--- src/rtl/pipe_hazard_sched_if.sv ---
// rtl/pipe_hazard_sched_if.sv - hazard scheduler signal bundle between pipeline core and scheduler
interface pipe_hazard_sched_if #(
  parameter int CNT_W = 16
);
  // Core-side status
  logic             M_StartE;
  logic             MDone;
  logic             MemtoRegE;
  logic             RegWriteE;
  logic [3:0]       WA3E;
  logic [3:0]       RA1D;
  logic [3:0]       RA2D;
  logic             PCSrcE;

  // Scheduler-side controls and status
  logic             StallF;
  logic             StallD;
  logic             StallE;
  logic             FlushD;
  logic             FlushE;
  logic             MStart;
  logic [1:0]       mc_state;
  logic             mc_timeout;
  logic [CNT_W-1:0] stall_count;

  modport master (
    output M_StartE, MDone, MemtoRegE, RegWriteE, WA3E, RA1D, RA2D, PCSrcE,
    input  StallF, StallD, StallE, FlushD, FlushE, MStart, mc_state, mc_timeout, stall_count
  );

  modport slave (
    input  M_StartE, MDone, MemtoRegE, RegWriteE, WA3E, RA1D, RA2D, PCSrcE,
    output StallF, StallD, StallE, FlushD, FlushE, MStart, mc_state, mc_timeout, stall_count
  );
endinterface

--- src/rtl/pipe_hazard_sched.sv ---
// rtl/pipe_hazard_sched.sv - pipeline stall/flush scheduler with multi-cycle launch and watchdog
module pipe_hazard_sched #(
  parameter int TIMEOUT = 64,
  parameter int CNT_W   = 16
) (
  input  logic                clk,
  input  logic                rst_p,
  pipe_hazard_sched_if.slave  hz_io
);

  typedef enum logic [1:0] {
    MC_IDLE = 2'd0,
    MC_RUN  = 2'd1,
    MC_DONE = 2'd2
  } mc_state_e;

  localparam logic [15:0]      WDOG_LAST = 16'(TIMEOUT - 1);
  localparam logic [15:0]      WDOG_ONE  = 16'd1;
  localparam logic [CNT_W-1:0] CNT_MAX   = '1;
  localparam logic [CNT_W-1:0] CNT_ONE   = CNT_W'(1);

  mc_state_e        state_q, state_d;
  logic [15:0]      wdog_q, wdog_d;
  logic             timeout_q, timeout_d;
  logic [CNT_W-1:0] cnt_q, cnt_d;

  logic stall_f, stall_d, stall_e, flush_d, flush_e, m_start;
  logic load_use;
  logic hz_stall, hz_flush_d, hz_flush_e;

  // Load-use: a load in E feeding either source operand of the instruction in D.
  assign load_use = hz_io.MemtoRegE & hz_io.RegWriteE &
                    ((hz_io.WA3E == hz_io.RA1D) | (hz_io.WA3E == hz_io.RA2D));

  // A taken branch squashes the dependent instruction anyway, so it wins over the load-use stall.
  assign hz_stall   = load_use & ~hz_io.PCSrcE;
  assign hz_flush_d = hz_io.PCSrcE;
  assign hz_flush_e = hz_io.PCSrcE | load_use;

  // Next-state and combinational pipeline controls; everything is quiet while reset is held.
  always_comb begin
    stall_f   = 1'b0;
    stall_d   = 1'b0;
    stall_e   = 1'b0;
    flush_d   = 1'b0;
    flush_e   = 1'b0;
    m_start   = 1'b0;
    state_d   = state_q;
    wdog_d    = wdog_q;
    timeout_d = timeout_q;
    if (!rst_p) begin
      case (state_q)
        MC_IDLE: begin
          if (hz_io.M_StartE) begin
            // Launch cycle: freeze F/D/E; a coincident branch still flushes.
            m_start = 1'b1;
            stall_f = 1'b1;
            stall_d = 1'b1;
            stall_e = 1'b1;
            flush_d = hz_io.PCSrcE;
            flush_e = hz_io.PCSrcE;
            state_d = MC_RUN;
            wdog_d  = '0;
          end else begin
            stall_f = hz_stall;
            stall_d = hz_stall;
            flush_d = hz_flush_d;
            flush_e = hz_flush_e;
          end
        end
        MC_RUN: begin
          stall_f = 1'b1;
          stall_d = 1'b1;
          stall_e = 1'b1;
          wdog_d  = wdog_q + WDOG_ONE;
          if (hz_io.MDone) begin
            state_d = MC_DONE;
          end else if (wdog_q == WDOG_LAST) begin
            timeout_d = 1'b1;
            state_d   = MC_IDLE;
          end
        end
        MC_DONE: begin
          // The finished op is still in E this cycle; M_StartE must not relaunch it.
          stall_f = hz_stall;
          stall_d = hz_stall;
          flush_d = hz_flush_d;
          flush_e = hz_flush_e;
          state_d = MC_IDLE;
        end
        default: begin
          state_d = MC_IDLE;
        end
      endcase
    end
  end

  // Saturating count of front-end stall cycles.
  always_comb begin
    cnt_d = cnt_q;
    if (stall_f && (cnt_q != CNT_MAX)) begin
      cnt_d = cnt_q + CNT_ONE;
    end
  end

  // State, watchdog, sticky timeout and stall counter registers.
  always_ff @(posedge clk or posedge rst_p) begin
    if (rst_p) begin
      state_q   <= MC_IDLE;
      wdog_q    <= '0;
      timeout_q <= 1'b0;
      cnt_q     <= '0;
    end else begin
      state_q   <= state_d;
      wdog_q    <= wdog_d;
      timeout_q <= timeout_d;
      cnt_q     <= cnt_d;
    end
  end

  assign hz_io.StallF      = stall_f;
  assign hz_io.StallD      = stall_d;
  assign hz_io.StallE      = stall_e;
  assign hz_io.FlushD      = flush_d;
  assign hz_io.FlushE      = flush_e;
  assign hz_io.MStart      = m_start;
  assign hz_io.mc_state    = state_q;
  assign hz_io.mc_timeout  = timeout_q;
  assign hz_io.stall_count = cnt_q;

endmodule

--- src/flat_wrapper.sv ---
// flat-port wrapper written by rule: the top's interface ports become plain ports
module pipe_hazard_sched_flat 
#(
  parameter int TIMEOUT = 64,
  parameter int CNT_W   = 16
)
  (clk, rst_p, hz_io_M_StartE, hz_io_MDone, hz_io_MemtoRegE, hz_io_RegWriteE, hz_io_WA3E, hz_io_RA1D, hz_io_RA2D, hz_io_PCSrcE, hz_io_StallF, hz_io_StallD, hz_io_StallE, hz_io_FlushD, hz_io_FlushE, hz_io_MStart, hz_io_mc_state, hz_io_mc_timeout, hz_io_stall_count);
  pipe_hazard_sched_if #(.CNT_W(CNT_W)) hz_io_i ();
  input  logic clk;
  input  logic rst_p;
  input wire logic [$bits(hz_io_i.M_StartE)-1:0] hz_io_M_StartE;
  input wire logic [$bits(hz_io_i.MDone)-1:0] hz_io_MDone;
  input wire logic [$bits(hz_io_i.MemtoRegE)-1:0] hz_io_MemtoRegE;
  input wire logic [$bits(hz_io_i.RegWriteE)-1:0] hz_io_RegWriteE;
  input wire logic [$bits(hz_io_i.WA3E)-1:0] hz_io_WA3E;
  input wire logic [$bits(hz_io_i.RA1D)-1:0] hz_io_RA1D;
  input wire logic [$bits(hz_io_i.RA2D)-1:0] hz_io_RA2D;
  input wire logic [$bits(hz_io_i.PCSrcE)-1:0] hz_io_PCSrcE;
  output wire logic [$bits(hz_io_i.StallF)-1:0] hz_io_StallF;
  output wire logic [$bits(hz_io_i.StallD)-1:0] hz_io_StallD;
  output wire logic [$bits(hz_io_i.StallE)-1:0] hz_io_StallE;
  output wire logic [$bits(hz_io_i.FlushD)-1:0] hz_io_FlushD;
  output wire logic [$bits(hz_io_i.FlushE)-1:0] hz_io_FlushE;
  output wire logic [$bits(hz_io_i.MStart)-1:0] hz_io_MStart;
  output wire logic [$bits(hz_io_i.mc_state)-1:0] hz_io_mc_state;
  output wire logic [$bits(hz_io_i.mc_timeout)-1:0] hz_io_mc_timeout;
  output wire logic [$bits(hz_io_i.stall_count)-1:0] hz_io_stall_count;
  assign hz_io_i.M_StartE = hz_io_M_StartE;
  assign hz_io_i.MDone = hz_io_MDone;
  assign hz_io_i.MemtoRegE = hz_io_MemtoRegE;
  assign hz_io_i.RegWriteE = hz_io_RegWriteE;
  assign hz_io_i.WA3E = hz_io_WA3E;
  assign hz_io_i.RA1D = hz_io_RA1D;
  assign hz_io_i.RA2D = hz_io_RA2D;
  assign hz_io_i.PCSrcE = hz_io_PCSrcE;
  assign hz_io_StallF = hz_io_i.StallF;
  assign hz_io_StallD = hz_io_i.StallD;
  assign hz_io_StallE = hz_io_i.StallE;
  assign hz_io_FlushD = hz_io_i.FlushD;
  assign hz_io_FlushE = hz_io_i.FlushE;
  assign hz_io_MStart = hz_io_i.MStart;
  assign hz_io_mc_state = hz_io_i.mc_state;
  assign hz_io_mc_timeout = hz_io_i.mc_timeout;
  assign hz_io_stall_count = hz_io_i.stall_count;
  pipe_hazard_sched #(.TIMEOUT(TIMEOUT), .CNT_W(CNT_W)) u_core (.clk(clk), .rst_p(rst_p), .hz_io(hz_io_i));
endmodule
--- config.mk ---
export PLATFORM = sky130hd
export DESIGN_NAME = pipe_hazard_sched_flat
export DESIGN_NICKNAME = d
export VERILOG_FILES = /design/src/rtl/pipe_hazard_sched_if.sv /design/src/rtl/pipe_hazard_sched.sv /design/src/flat_wrapper.sv
export SDC_FILE = /design/constraint.sdc
export NUM_CORES = 1
export LEC_CHECK = 0
export CORE_MARGIN = 3
export CORE_UTILIZATION = 50
export DETAILED_ROUTE_END_ITERATION = 7
export DONT_BUFFER_PORTS = 1
export SLEW_MARGIN = 15
export SYNTH_ARGS = -nofsm -noshare
export SYNTH_HDL_FRONTEND = slang
export SYNTH_SLANG_ARGS = --single-unit
--- constraint.sdc ---
create_clock -name clk -period 2.5 [get_ports clk]
set_input_delay 0.5 -clock clk [delete_from_list [all_inputs] [get_ports clk]]
set_output_delay 0.5 -clock clk [all_outputs]
set_load 0.1 [all_outputs]
==> impl_metrics.ini, run 1 <==
[status]
status = finished clean

[setup_path]
critPathBufInv = 1
cp_slowest_cell = dfrtp_2
cp.depth = 4
critPathMaxFanout = 10
crit_path_start = u_core.hz_io.mc_state[1]
critPathRequiredTime_ns = 2.00
r2r_start = u_core.hz_io.stall_count[0]
critical_path.cell_chain = nor2_1 > o21a_1 > o21bai_4 > buf_12
critical_path.top_delay_family = compound AO/OA/AOI/OAI gates
r2r_slack_ns = 0.31
critPathKind = reg -> out
r2r-end = u_core.hz_io.stall_count[1]
cpPeakStageDelay_ns = 0.41
critPathArrivalTime_ns = 1.82
endpoint_kind = primary output
crit_end = hz_io_StallF
rr_worst_depth = 7
cp-start-kind = flop

[clock_network]
cts_resized = 0
cts.clk_slew.worst_paths_ns = 0.07
cts_tree = built
cts_setup_buffers = 0
cts_buffers = 5
clock_path_buffers = 2
ctsHoldBuffers = 0
clk_latency_ns = 0.27
htreeDepth = 2
cts.sinks = 35
cts-root-buf = clkbuf_8

[route]
dr.pass1.iters = 4
vias = 1421
routedWlPerCell_um = 14.60
finalWirelength_um = 3766
vias_per_cell = 5.508
first_iter_violations = 99
ant_nets = 0
drc_errors = 0

[floorplanning]
start_util_pct = 54.29
die_w_um = 67.37
dieArea_um2 = 4539
io_pins = 44
core_area_um2 = 3468
die_h_um = 67.37
std_cell_rows = 21

[placed_design]
portBuffers = 0
gp_congestion = 0.8118
dp_hpwl_um = 2897
pre_cts_slack_ns = 0.1820
dp_cells = 250

[timing]
min_period_ns = 2.316
fin_crit_sh_pct = 92.66
relSlewSlack_pct = 38.48
worst_slack_ns = 0.1836
slew_violations = 0
tightest_slew_ns = 0.9228
rsz0062_at_grt = false
setup_viol = 0
fin_worst_skew_ns = 0.005203
hold_ws_ns = 0.1439
hold_viol = 0
clock.fmax_mhz = 431.7

[global_route]
antenna_found_initial = 0
first_global_vias = 1444
grt_pass1_wl_um = 6706
gr-total-overflow = 0
track_usage_pct = 19.32
grt_max_degree = 21

[cells_and_area]
areaGrowthSynthToFinish_pct = 20.60
layoutNonFillerInstCount = 258
antennaDiodeCount = 0
fin_nets = 232
num-fill-cells = 311
drive_gt1_share_pct = 23.58
fin_util_pct = 65.48

[yosys]
synth-simple-area-share_pct = 25.12
synth.area.mux_share_pct = 1.130
yosysMostFrequentCell = dfrtp_1
ys_top_cells_by_area = dfrtp_1 (47%), xnor2_1 (9.8%), xor2_1 (6.0%), nand3_1 (4.3%), nor2_1 (3.8%)
synth_xor_area_share_pct = 16.68
yosysTopAreaCellShare_pct = 46.51
synth_compound_area_share_pct = 5.249
syn_avg_cell_area_um2 = 10.18
synth_top_family_by_area = simple AND/OR/NAND/NOR gates
ys_seq_area_share_pct = 46.51
synth_edf_count = 0
synth.net_count = 206
synth_top_area_cell = dfrtp_1
synth_fa_ha_area_share_pct = 1.329
syn_inst = 185
yosys_warnings = 0
synth.distinct_cells = 37
syn-cell-area_um2 = 1883
ys_async_sr_fraction_pct = 100.0
ys_top_cells_by_count = dfrtp_1 (35), xnor2_1 (21), nor2_1 (19), nand3_1 (16), xor2_1 (13)
ys.flop_type = dfrtp_1
ys_ff_latch = 35

[pwr]
ir_drop_mv = 0.5272
seqPwrFrac_pct = 34.0
p_clk_share_pct = 18.4
leakage_uw = 0.001040
p_per_area_nw_per_um2 = 919.5
switching_share_pct = 48.38
p_comb_share_pct = 47.7
power.internal_uw = 1078
p_sw_uw = 1010

[job]
maxCapViolCount = 0

[min_path]
hold_path_class = in -> async
-- power by group through the flow --
stage | combinational [uW] | sequential (uW) | clock [uW]
2_1_floorplan | 367 | 1150 | 0
3_3_place_gp | 986 | 716 | 0
3_5_place_dp | 1000 | 720 | 0
4_1_cts | 1000 | 709 | 399
5_1_grt | 1050 | 719 | 416
6_report | 995 | 709 | 384
-- state kept, by name (all words and copies together), names as in the netlist --
name,flops
u_core.hz_io.mc_state,2
u_core.hz_io.mc_timeout,1
u_core.hz_io.stall_count,16
u_core.wdog_q,16
-- layout by cell type, fill, tap and decap left out, types with 2 or more instances in the layout --
master / synthesis / routed
nor4_1: 3 / 3
nand2_1: 9 / 9
nand2b_1: 2 / 2
xnor2_1: 21 / 21
ha_1: 2 / 2
clkbuf_8: 0 / 5
inv_1: 5 / 5
clkinv_2: 0 / 3
nand4_1: 9 / 9
o21ai_0: 3 / 3
or3_1: 2 / 2
and2_1: 3 / 3
xor2_1: 13 / 13
buf_4: 1 / 25
and4_1: 5 / 5
and3_1: 9 / 9
dfrtp_2: 0 / 4
buf_12: 0 / 2
dfrtp_1: 35 / 31
a21oi_1: 3 / 3
nor2_1: 19 / 19
nand3_1: 16 / 16
-- how the worst min path moves through the flow --
stage / slack, ns / cells past startpoint / from / endpoint
2_1_floorplan: 0.50 / 1 / u_core.wdog_q[0] / u_core.wdog_q[0]
3_3_place_gp: 0.44 / 2 / rst_p / u_core.hz_io.stall_count[6]
3_5_place_dp: 0.45 / 2 / rst_p / u_core.hz_io.stall_count[7]
4_1_cts: 0.14 / 2 / rst_p / u_core.hz_io.stall_count[14]
5_1_grt: 0.15 / 2 / rst_p / u_core.hz_io.stall_count[6]
6_report: 0.14 / 2 / rst_p / u_core.hz_io.stall_count[7]
-- final cells by class --
class | count | area, um2 | share of cell area (%)
Timing Repair Buffer | 28 | 255.2 | 11.24
Tap cell | 46 | 57.56 | 2.534
Clock buffer | 5 | 68.82 | 3.030
Inverter | 5 | 18.77 | 0.8264
Sequential cell | 35 | 880.8 | 38.79
Clock inverter | 3 | 15.01 | 0.6612
Multi-Input combinational cell | 136 | 974.7 | 42.92
-- kinds of logic (layout without fill, tap and decap cells) --
logic type	after synthesis	after routing
AOI/OAI and AO/OA	13	13
and+or+nand+nor	84	84
xor gates and xnor gates	35	35
buffers and inverters	14	41
adders and majority gates	2	2
DFF	35	35
muxes	2	2
-- per-layer routing --
layer | vias to the layer above | GRT usage, % | wire [um]
met1 | 685 | 26.74 | 1767
met2 | 41 | 29.69 | 1735
met3 | 2 | 5.824 | 242
li1 | 693 | - | -
met5 | - | 0 | 0
met4 | 0 | 4.557 | 21
-- worst reg2reg max path, stage by stage, from the launching register on --
cell,delay (ns)
dfrtp_2,0.40
ha_1,0.31
and4_1,0.24
and4_1,0.24
nand2b_1,0.19
o31ai_4,0.08
buf_4,0.25
mux2_2,0.36
-- per-stage QoR --
stage / instance area, um2 / setup TNS (ns) / power (uW)
6_report: 2271 / 0 / 2088
5_1_grt: 2271 / 0 / 2188
4_1_cts: 2271 / 0 / 2110
3_5_place_dp: 2187 / 0 / 1720
3_3_place_gp: 2187 / 0 / 1702
2_1_floorplan: 1923 / -0.4143 / 1518
Note: power is estimated with default switching activity, not from simulation.
==> run 2: changes to the inputs <==
--- a/config.mk
+++ b/config.mk
@@ -5,6 +5,7 @@
 export SDC_FILE = /design/constraint.sdc
 export NUM_CORES = 1
 export LEC_CHECK = 0
+export CAP_MARGIN = 20
 export CORE_MARGIN = 3
 export CORE_UTILIZATION = 50
 export DETAILED_ROUTE_END_ITERATION = 7
==> results of run 2 <==
The final DEF is identical to that of run 1; final timing and power are the same.
